### config.mk
export PLATFORM = sky130hd
export DESIGN_NAME = imem_loader
export DESIGN_NICKNAME = d
export VERILOG_FILES = /design/src/rtl/imem_loader.sv
export SDC_FILE = /design/constraint.sdc
export NUM_CORES = 1
export LEC_CHECK = 0
export CAP_MARGIN = 20
export CORE_ASPECT_RATIO = 1.5
export CORE_UTILIZATION = 45
export CTS_CLUSTER_DIAMETER = 200
export DETAILED_ROUTE_END_ITERATION = 7
export DONT_BUFFER_PORTS = 1
export REMOVE_ABC_BUFFERS = 1
export SLEW_MARGIN = 40
export SYNTH_ARGS = -nofsm -noshare
export SYNTH_HDL_FRONTEND = slang
export SYNTH_SLANG_ARGS = --single-unit
### constraint.sdc
create_clock -name clk -period 3.07 [get_ports clk]
set_input_delay 0.1535 -clock clk [delete_from_list [all_inputs] [get_ports clk]]
set_output_delay 0.1535 -clock clk [all_outputs]
set_load 0.02 [all_outputs]
### src/rtl/imem_loader.sv
// Boot loader: assembles a big-endian byte stream into 32-bit words, writes them to
// instruction memory from address 0 and holds the core in reset until the image is in.
// Optional trailing XOR checksum byte is enabled by defining LOADER_CHECKSUM_EN.
module imem_loader #(
  parameter int unsigned ADDR_WIDTH = 16
) (
  input  logic                  clk,
  input  logic                  rst,
  input  logic                  in_valid,
  input  logic [7:0]            in_data,
  output logic                  in_ready,
  input  logic                  reload,
  output logic                  imem_we,
  output logic [ADDR_WIDTH-1:0] imem_addr,
  output logic [31:0]           imem_wdata,
  output logic                  cpu_rst,
  output logic                  done,
  output logic                  error,
  output logic [15:0]           word_count
);

  typedef enum logic [2:0] {
    S_IDLE, S_LEN_HI, S_LEN_LO, S_DATA, S_CHECK, S_RUN, S_ERROR
  } state_t;

  state_t                state_q, state_d;
  logic [15:0]           len_q, len_d;
  logic [23:0]           asm_q, asm_d;
  logic [1:0]            byte_cnt_q, byte_cnt_d;
  logic [15:0]           word_count_q, word_count_d;
  logic                  imem_we_q, imem_we_d;
  logic [ADDR_WIDTH-1:0] imem_addr_q, imem_addr_d;
  logic [31:0]           imem_wdata_q, imem_wdata_d;
  logic                  cpu_rst_q, cpu_rst_d;
  logic                  done_q, done_d;
  logic                  xfer;
  logic                  last_word;
  logic                  reload_hit;
  logic                  load_start;
  state_t                image_end;

`ifdef LOADER_CHECKSUM_EN
  logic [7:0]            chk_q, chk_d;
  logic                  error_q, error_d;
  assign image_end = S_CHECK;
`else
  assign image_end = S_RUN;
`endif

  assign xfer       = in_valid && in_ready;
  assign last_word  = (word_count_q + 16'd1) == len_q;
  assign reload_hit = reload && ((state_q == S_RUN) || (state_q == S_ERROR));
  assign load_start = (state_d == S_LEN_HI) && (state_q != S_LEN_HI);

  // State register
  always_ff @(posedge clk or posedge rst) begin
    if (rst) state_q <= S_IDLE;
    else     state_q <= state_d;
  end

  // Next-state logic
  always_comb begin
    state_d = state_q;
    case (state_q)
      S_IDLE:   state_d = S_LEN_HI;
      S_LEN_HI: if (xfer) state_d = S_LEN_LO;
      S_LEN_LO: if (xfer) state_d = ({len_q[15:8], in_data} == 16'd0) ? image_end : S_DATA;
      S_DATA:   if (xfer && (byte_cnt_q == 2'd3) && last_word) state_d = image_end;
`ifdef LOADER_CHECKSUM_EN
      S_CHECK:  if (xfer) state_d = (in_data == chk_q) ? S_RUN : S_ERROR;
      S_ERROR:  if (reload) state_d = S_LEN_HI;
`endif
      S_RUN:    if (reload) state_d = S_LEN_HI;
      default:  state_d = S_IDLE;
    endcase
  end

  // Output decode
  always_comb begin
    in_ready = 1'b0;
    case (state_q)
      S_LEN_HI, S_LEN_LO, S_DATA, S_CHECK: in_ready = 1'b1;
      default:                             in_ready = 1'b0;
    endcase
  end

  // Datapath and registered outputs; reload forces cpu_rst high on the very next cycle
  always_comb begin
    len_d        = len_q;
    asm_d        = asm_q;
    byte_cnt_d   = byte_cnt_q;
    word_count_d = word_count_q;
    imem_we_d    = 1'b0;
    imem_addr_d  = imem_addr_q;
    imem_wdata_d = imem_wdata_q;
    cpu_rst_d    = (state_q != S_RUN) || reload_hit;
    done_d       = (state_q == S_RUN) && !reload_hit;
`ifdef LOADER_CHECKSUM_EN
    chk_d        = chk_q;
    error_d      = (state_q == S_ERROR) && !reload_hit;
`endif
    if (load_start) begin
      word_count_d = 16'd0;
      byte_cnt_d   = 2'd0;
`ifdef LOADER_CHECKSUM_EN
      chk_d        = 8'd0;
`endif
    end
    if (xfer) begin
      case (state_q)
        S_LEN_HI: len_d = {in_data, len_q[7:0]};
        S_LEN_LO: len_d = {len_q[15:8], in_data};
        S_DATA: begin
          asm_d      = {asm_q[15:0], in_data};
          byte_cnt_d = byte_cnt_q + 2'd1;
`ifdef LOADER_CHECKSUM_EN
          chk_d      = chk_q ^ in_data;
`endif
          if (byte_cnt_q == 2'd3) begin
            imem_we_d    = 1'b1;
            imem_addr_d  = word_count_q[ADDR_WIDTH-1:0];
            imem_wdata_d = {asm_q, in_data};
            word_count_d = word_count_q + 16'd1;
          end
        end
        default: ;
      endcase
    end
  end

  always_ff @(posedge clk or posedge rst) begin
    if (rst) begin
      len_q        <= 16'd0;
      asm_q        <= 24'd0;
      byte_cnt_q   <= 2'd0;
      word_count_q <= 16'd0;
      imem_we_q    <= 1'b0;
      imem_addr_q  <= '0;
      imem_wdata_q <= 32'd0;
      cpu_rst_q    <= 1'b1;
      done_q       <= 1'b0;
    end else begin
      len_q        <= len_d;
      asm_q        <= asm_d;
      byte_cnt_q   <= byte_cnt_d;
      word_count_q <= word_count_d;
      imem_we_q    <= imem_we_d;
      imem_addr_q  <= imem_addr_d;
      imem_wdata_q <= imem_wdata_d;
      cpu_rst_q    <= cpu_rst_d;
      done_q       <= done_d;
    end
  end

`ifdef LOADER_CHECKSUM_EN
  always_ff @(posedge clk or posedge rst) begin
    if (rst) begin
      chk_q   <= 8'd0;
      error_q <= 1'b0;
    end else begin
      chk_q   <= chk_d;
      error_q <= error_d;
    end
  end
  assign error = error_q;
`else
  assign error = 1'b0;
`endif

  assign imem_we    = imem_we_q;
  assign imem_addr  = imem_addr_q;
  assign imem_wdata = imem_wdata_q;
  assign cpu_rst    = cpu_rst_q;
  assign done       = done_q;
  assign word_count = word_count_q;

endmodule

==> results.json <==
{
  "syn-instance-count": 542,
  "initial_antenna_violation_count": 0,
  "timing.final.max_slew_violations": 0,
  "cts.clk_slew.worst_paths_ps": 70,
  "synth_seq_cells": 112,
  "hold_violations": 0,
  "tritoncts.num_buffers": 9,
  "cts-resized-gates": 0,
  "hold_path.class": "primary input to flip-flop",
  "dominantRegCellSynth": "sky130_fd_sc_hd__dfrtp_1",
  "result_of_the_run": "finished clean",
  "grt_start_max_net_pins": 78,
  "worst_path_dominant_cell_family": "simple AND/OR/NAND/NOR gates",
  "final_period_minus_worst_setup_slack_ps": 2510,
  "power_mw": 4.88,
  "ys_seq_area_share_pct": 54.4,
  "routedWlPerCell_um": 16.4,
  "timing.critical_path.from_type": "flip-flop",
  "synth-async-reset-ratio_pct": 100,
  "layout.cells.most_common": "sky130_fd_sc_hd__nand2_1",
  "postSynthAreaPerCell_um2": 9.51,
  "synth_area_um2": 5150,
  "layout_worst_path_cycle_share_pct": 81.8,
  "vdd_ir_drop_max_mv": 0.325,
  "worst_hold_slack_ps": 29.9,
  "route.final.wire_length_um": 11300,
  "die_area_um2": 11900,
  "worst-endpoint-required_ps": 3270,
  "number_of_ports_placed_on_the_die_boundary": 81,
  "endpoint_kind": "flip-flop",
  "setup_violations": 0,
  "via_total_after_detailed_routing": 3621,
  "worst_clock_skew_ps": 4.87,
  "clkSinkCount": 112,
  "detailedPlacementHpwl_um": 7370,
  "detail_route.drc_violations": 0,
  "warning_count_from_the_yosys_run": 0,
  "timing.critical_path.buf_inv": 0,
  "final_net_count": 550,
  "cts_tree": "built",
  "clk_root_buffer_cell": "sky130_fd_sc_hd__clkbuf_16",
  "grt_pass1_wl_um": 18100,
  "post-cts-setup-buffers": 0,
  "clk_latency_ps": 340,
  "drive_gt1_share_pct": 9.80,
  "syn_to_final_growth_pct": 7.41,
  "core_region_area_um2": 11100,
  "max_freq_mhz": 398,
  "master_of_the_slowest_instance_on_the_critical_path": "sky130_fd_sc_hd__dfrtp_1",
  "p_leak_nw": 2.71,
  "clock_tree.buffer_depth": 2,
  "die_w_um": 89.4,
  "num_rows": 47,
  "timing_worst_setup_path_type": "flip-flop to flip-flop",
  "grt_setup_unrepaired": "no",
  "timing.max_slew.rel_slack_pct": 58.4,
  "drtIter0Drc": 200,
  "edff_count_synth": 0,
  "number_of_buffers_inserted_by_port_buffering": 0,
  "timing.critical_path.slowest_cell_delay_ps": 560,
  "die_y_um": 133,
  "critical_path.cell_chain": "ha_1, nand3_4, nor4_4, xnor2_1, or3_1, nor4_2, a221oi_1",
  "leading_cell_types_in_the_layout_fill_and_taps_excluded": "248 x sky130_fd_sc_hd__nand2_1, 111 x sky130_fd_sc_hd__dfrtp_1, 22 x sky130_fd_sc_hd__o21ai_0, 16 x sky130_fd_sc_hd__mux2_2, 15 x sky130_fd_sc_hd__xnor2_1",
  "yosysUniqueCellTypes": 52,
  "overflow": 0,
  "all_layer_gr_usage_pct": 20.2,
  "final_antenna_net_count": 0,
  "floorplan.initialDensity_pct": 46.4,
  "antenna-diode-count": 0,
  "power_density_nw_per_um2": 882,
  "critical_path_peak_fanout": 7,
  "finalSetupTns_ps": 0,
  "cp.arrival_ps": 2710,
  "route.detailed.vias_per_inst": 5.26,
  "detailedRoute.firstPassIterationCount": 4,
  "globalplace.congestion": 0.808,
  "drv.max_cap_violation_count": 0,
  "cts_htree_levels": 3,
  "grt_pass1_vias": 3511,
  "worst_pin_slew_ps": 621
}
flip-flops by register name (all words and copies together), names as in the netlist, 2 cells and up:
register and cells:
len_q 16, word_count 16, imem_addr 16, byte_cnt_q 2, asm_q 24, imem_wdata 32, state_q 3
worst register-to-register path, cell delays in order (launching register included):
cell and delay (ps):
sky130_fd_sc_hd__dfrtp_1 560, sky130_fd_sc_hd__ha_1 360, sky130_fd_sc_hd__nand3_4 150, sky130_fd_sc_hd__nor4_4 370, sky130_fd_sc_hd__xnor2_1 100, sky130_fd_sc_hd__or3_1 380, sky130_fd_sc_hd__nor4_2 330, sky130_fd_sc_hd__a221oi_1 120
final cells by class:
type	count	area, um2
fill	1031	5580
sequential	112	2800
multi-input combinational	391	2060
clock buffer	13	260
timing repair buffer	18	185
tap	147	184
clock inverter	3	26.3
inverter	4	17.5
final timing paths:
path	cells after the start	from	to	slack [ps]
worst max-delay path	7	word_count[1]	state_q[1]	560
worst min-delay path	2	in_valid	state_q[0]	30
worst max register to register	7	word_count[1]	state_q[1]	560
worst min register to register	2	asm_q[17]	imem_wdata[25]	470
max in group asynchronous	3	rst	imem_addr[14]	1980
min in group asynchronous	2	rst	imem_wdata[29]	310
Yosys cell counts, types with 4 or more instances:
cell                       instances  share of area [%]
sky130_fd_sc_hd__xor2_1           10                1.7
sky130_fd_sc_hd__inv_1             4               0.29
sky130_fd_sc_hd__nand4_1           5               0.61
sky130_fd_sc_hd__mux2_2           16                3.5
sky130_fd_sc_hd__nand2_1         249                 18
sky130_fd_sc_hd__o21ai_0          22                2.1
sky130_fd_sc_hd__dfrtp_1         111                 54
sky130_fd_sc_hd__nor2_1            7               0.51
sky130_fd_sc_hd__clkbuf_8          4                1.1
sky130_fd_sc_hd__o31ai_1           5               0.73
sky130_fd_sc_hd__xnor2_1          15                2.5
sky130_fd_sc_hd__nand3_1           9               0.87
sky130_fd_sc_hd__clkbuf_1         17                1.2
sky130_fd_sc_hd__nor4_1            6               0.73
logic make-up (layout without fill, tap and decap cells):
| family | count (synthesis) | count (layout) | synth area share (%) |
|---|---|---|---|
| AO/OA/AOI/OAI | 46 | 46 | 5.73 |
| XOR/XNOR | 25 | 25 | 4.25 |
| buffers and inverters | 39 | 38 | 5.88 |
| flip-flops | 112 | 112 | 54.4 |
| adder cells (fa/ha/maj) | 2 | 2 | 0.486 |
| other | 1 | 1 | 0.0728 |
| AND/OR/NAND/NOR | 301 | 301 | 25.7 |
| multiplexers | 16 | 16 | 3.50 |
metrics by stage:
stage                     cells  setup slack, ps  util, %  instance area [um2]
after floorplan             507             -728        -                 4860
after global placement      662              658     46.2                 5140
after detailed placement    662              565     46.3                 5150
after CTS                   688              560     49.8                 5530
after global routing        688              371     49.8                 5530
final                       688              560     49.8                 5530
report_power, final:
| group | internal (mW) | switching [mW] |
|---|---|---|
| Combinational | 0.511 | 0.645 |
| Clock | 0.601 | 0.516 |
| Sequential | 1.96 | 0.645 |
layer usage:
metal	routed length [um]	global-route usage [%]	part of all wire [%]	up-vias
li1	-	-	-	1753
met4	337	8.82	3.0	0
met3	471	3.49	4.2	19
met2	5760	33.2	51	92
met1	4700	25.7	42	1757
met5	0	0	0	-
repair_timing:
action                                 CTS  global route
setup endpoints to repair                0             0
hold buffers                            10             0
endpoints found under the hold margin   68             0
(Power assumes the default switching activity.)
